**config.mk**
```make
export PLATFORM = sky130hd
export DESIGN_NAME = serial_tx
export DESIGN_NICKNAME = d
export VERILOG_FILES = /design/src/rtl/serial_tx.sv
export SDC_FILE = /design/constraint.sdc
export NUM_CORES = 1
export LEC_CHECK = 0
export ABC_AREA = 1
export BUFFER_PORTS_ARGS = -buffer_cell sky130_fd_sc_hd__buf_2
export CAP_MARGIN = 5
export CORE_MARGIN = 2
export CORE_UTILIZATION = 59
export CTS_CLUSTER_DIAMETER = 200
export DETAILED_ROUTE_END_ITERATION = 10
export PLACE_DENSITY = 0.82
export SLEW_MARGIN = 10
export SYNTH_ARGS = -nofsm -noshare
export SYNTH_HDL_FRONTEND = slang
export SYNTH_SLANG_ARGS = --single-unit
```
**constraint.sdc**
```tcl
create_clock -name clk -period 3.25 [get_ports clk]
set_clock_uncertainty 0.05 [all_clocks]
set_input_delay 0.325 -clock clk [delete_from_list [all_inputs] [get_ports clk]]
set_output_delay 0.325 -clock clk [all_outputs]
set_load 0.02 [all_outputs]
```
**src/rtl/serial_tx.sv**
```systemverilog
// serial_tx: start/data/stop frame serializer, LSB first, idle high.
// Optional even parity bit after the data when SERIAL_TX_PARITY_EN is defined.
module serial_tx #(
  parameter int DATA_W    = 8,
  parameter int STOP_BITS = 1
) (
  input  logic              clk,
  input  logic              rst,
  input  logic              en,
  input  logic [DATA_W-1:0] din,
  input  logic              din_valid,
  output logic              din_ready,
  output logic              Q,
  output logic              busy
);

  localparam int CW = $clog2(DATA_W);

`ifdef SERIAL_TX_PARITY_EN
  typedef enum logic [2:0] {
    IDLE, START, DATA, PARITY, STOP
  } state_t;
`else
  typedef enum logic [2:0] {
    IDLE, START, DATA, STOP
  } state_t;
`endif

  state_t            state, state_n;
  logic [DATA_W-1:0] sh, sh_n;
  logic [CW-1:0]     cnt, cnt_n;
  logic              scnt, scnt_n;
  logic              q_r, q_n;
`ifdef SERIAL_TX_PARITY_EN
  logic              par, par_n;
`endif

  // state and datapath registers, synchronous reset to idle line
  always_ff @(posedge clk) begin
    if (rst) begin
      state <= IDLE;
      sh    <= '0;
      cnt   <= '0;
      scnt  <= 1'b0;
      q_r   <= 1'b1;
`ifdef SERIAL_TX_PARITY_EN
      par   <= 1'b0;
`endif
    end else begin
      state <= state_n;
      sh    <= sh_n;
      cnt   <= cnt_n;
      scnt  <= scnt_n;
      q_r   <= q_n;
`ifdef SERIAL_TX_PARITY_EN
      par   <= par_n;
`endif
    end
  end

  // next-state: everything holds unless en strobes (or a word is taken)
  always_comb begin
    state_n = state;
    sh_n    = sh;
    cnt_n   = cnt;
    scnt_n  = scnt;
    q_n     = q_r;
`ifdef SERIAL_TX_PARITY_EN
    par_n   = par;
`endif
    unique case (state)
      IDLE: begin
        q_n = 1'b1;
        if (din_valid) begin
          state_n = START;
          sh_n    = din;
          q_n     = 1'b0;
`ifdef SERIAL_TX_PARITY_EN
          par_n   = ^din;
`endif
        end
      end
      START: begin
        if (en) begin
          state_n = DATA;
          q_n     = sh[0];
        end
      end
      DATA: begin
        if (en) begin
          if (cnt == CW'(DATA_W - 1)) begin
            cnt_n  = '0;
            scnt_n = 1'b0;
`ifdef SERIAL_TX_PARITY_EN
            state_n = PARITY;
            q_n     = par;
`else
            state_n = STOP;
            q_n     = 1'b1;
`endif
          end else begin
            cnt_n = cnt + CW'(1);
            sh_n  = sh >> 1;
            q_n   = sh[1];
          end
        end
      end
`ifdef SERIAL_TX_PARITY_EN
      PARITY: begin
        if (en) begin
          state_n = STOP;
          scnt_n  = 1'b0;
          q_n     = 1'b1;
        end
      end
`endif
      STOP: begin
        if (en) begin
          q_n = 1'b1;
          if (scnt == 1'(STOP_BITS - 1))
            state_n = IDLE;
          else
            scnt_n = scnt + 1'b1;
        end
      end
      default: begin
        state_n = IDLE;
        q_n     = 1'b1;
      end
    endcase
  end

  assign din_ready = (state == IDLE);
  assign busy      = ~din_ready;
  assign Q         = q_r;

endmodule

```
==> qor.json <==
{
  "sta": {
    "finalCritPeriodShare": 0.578,
    "max_clk_rate_mhz": 532,
    "rsz0062_at_grt": "no",
    "finalHoldViolations": 0,
    "report.final.slew_viol_count": 0,
    "finalCriticalPeriod_ns": 1.88,
    "max-slew-margin-rel": 0.695,
    "tightestPinTransition_ns": 0.457,
    "finalSetupTns_ns": 0,
    "report.final.setup_viol": 0
  },
  "worst_setup_path": {
    "worst_path_required_time_ns": 3.38,
    "worst_setup_path_end_kind": "flip-flop",
    "worst_r2r_path_depth": 8,
    "path_class": "flip-flop to flip-flop",
    "start_kind": "flip-flop",
    "timing.critical_path.fanout_max": 15,
    "arrival_ns": 2.00,
    "timing.reg2reg.setup_slack_ns": 1.37
  },
  "power": {
    "internal_power_uw": 493,
    "comb_power_share": 0.600,
    "cellPowerDensity_nw_per_um2": 938,
    "switchingPower_uw": 474,
    "power.share.clock": 0.103,
    "static-leakage-power_uw": 0.000604,
    "seq_power_share": 0.298,
    "peakVddDrop_v": 0.000563,
    "power_switching_share": 0.490
  },
  "clocking": {
    "clock-sinks": 14,
    "clkLatencyLatePin_ns": 0.28,
    "post-cts-setup-buffer-count": 0,
    "numCtsBuffers": 3,
    "cts.root.buffer_cell": "clkbuf_4",
    "cts_max_path_buffers": 2,
    "clock_tree.htree_level_count": 1,
    "holdBufCountCts": 0,
    "cts_tree": "built",
    "ctsResizeCount": 0,
    "clk_pin_slew_worst_paths_ns": 0.08
  },
  "outcome": {
    "status": "completed"
  },
  "cells_and_area": {
    "most-common-layout-cells": "27 x inv_1, 27 x nand2_1, 18 x nor2_1",
    "final_nets": 178,
    "seqCellArea_um2": 280,
    "drive_gt1_frac": 0.248,
    "synthToLayoutAreaGrowth_pct": 6.46,
    "fillCellCount": 146,
    "final_core_util": 0.677,
    "multi_input_area_um2": 520,
    "antennaDiodeCount": 0,
    "final_cells": 173
  },
  "synthesis": {
    "flops_latches_synth": 14,
    "synth_nets": 163,
    "post_synth_inst_count": 144,
    "syn-mean-instance-area_um2": 6.73,
    "yosysTopAreaCell": "dfxtp_1",
    "ys_warn_count": 0,
    "synth_top_cells_by_area": "dfxtp_1 29%, inv_1 10%, nand2_1 10%, ha_1 9.0%, nor2_2 7.8%",
    "proportion_of_synthesized_chip_area_in_sequential_cells": 0.289,
    "netlist_area_um2": 968,
    "synthDistinctLibCells": 18,
    "synth_top_area_share": 0.289
  },
  "global_routing": {
    "grt_antenna_before_repair": 0,
    "first_global_vias": 768,
    "groute.layer.met2.usage": 0.348,
    "grt_util_met1": 0.260,
    "grt_first_pass_wirelength_mm": 3.05,
    "largest_net_degree_at_the_start_of_global_routing": 18,
    "gr_overflow_total": 0,
    "groute.layer.met3.usage": 0.0490,
    "grt_usage": 0.213,
    "grt_most_used_layer": "met2"
  },
  "routing": {
    "vias": 864,
    "detail_route.wirelength_mm": 1.78,
    "detailed_route_drc_error_count": 0,
    "detail_route.first_pass.iterations": 4,
    "detail_route_antenna_nets": 0,
    "drt-initial-drc-count": 19,
    "viasPerCell": 4.99,
    "post_drt_wl_per_cell_um": 10.3
  },
  "floorplan": {
    "fp.dieArea_um2": 1980,
    "core_area_um2": 1520,
    "ios": 15,
    "die_w_um": 44.5,
    "initial_core_util": 0.635,
    "placementRows": 14,
    "die-height_um": 44.5
  },
  "min_path": {
    "hp-class": "input pin to flip-flop",
    "min_delay_path_depth": 2
  },
  "placement": {
    "port_buffers": 14,
    "gp_routability_congestion": 0.755,
    "placed_cells_incl_taps": 170,
    "dpl.hpwl_mm": 1.26
  },
  "run": {
    "cap_violations": 0
  }
}
[registers in the layout, summed over array words and instances, names as in the netlist]
signal and count:
Q 1, cnt 3, sh 8, state 2
[kinds of logic after synthesis]
family,synth area share
AND/OR/NAND/NOR,0.371
flip-flops,0.289
AO/OA/AOI/OAI,0.0762
buffers and inverters,0.173
adder cells (fa/ha/maj),0.0904
[worst paths after layout]
kind             from  endpoint
max          state[0]     sh[2]
min               rst    cnt[1]
max reg2reg  state[0]     sh[2]
min reg2reg    cnt[1]    cnt[1]
[per-stage QoR]
| step | hold slack (ns) | power [uW] | instance area, um^2 | setup WS, ns |
|---|---|---|---|---|
| 2_1_floorplan | 0.337 | 815 | 968 | 1.79 |
| 3_3_place_gp | 0.414 | 847 | 1010 | 1.47 |
| 3_5_place_dp | 0.423 | 863 | 1010 | 1.40 |
| 4_1_cts | 0.151 | 971 | 1030 | 1.38 |
| 5_1_grt | 0.131 | 1070 | 1030 | 1.20 |
| 6_report | 0.157 | 967 | 1030 | 1.37 |
[final cells by class]
cell class | instances | area share
multi-input combinational | 96 | 0.505
sequential | 14 | 0.272
clock buffer | 3 | 0.0218
inverter | 29 | 0.107
timing repair buffer | 15 | 0.0752
tap | 16 | 0.0194
[worst max-delay path: stages (launching register included)]
cell and delay [ns]:
dfxtp_1 0.37, inv_1 0.10, ha_1 0.44, buf_4 0.27
inv_1 0.09, nand2_2 0.08, nand2_4 0.12, a21oi_1 0.20
nor2_2 0.06
[routing by layer]
layer  vias up  wire length (um)
met5         -                 0
met1       379               839
li1        460                 -
met2        20               820
met3         5                81
met4         0                36
[synth_stat cells]
cell type	count
nand3_1	12
nand3_2	2
a21oi_2	1
ha_1	7
buf_6	2
inv_2	1
buf_4	2
nor2_1	18
inv_1	27
nand2_2	2
buf_12	1
nand2_4	2
nor2_2	12
a21oi_1	10
dfxtp_1	14
o21ai_1	3
clkinv_2	1
nand2_1	27
[power by group through the flow]
stage | combinational (uW) | clock, uW | sequential, uW
detailed placement | 574 | 0 | 290
floorplan | 530 | 0 | 284
finish | 580 | 99.2 | 288
global route | 657 | 115 | 297
CTS | 582 | 102 | 288
global placement | 560 | 0 | 288
Note: power is estimated with default switching activity, not from simulation.
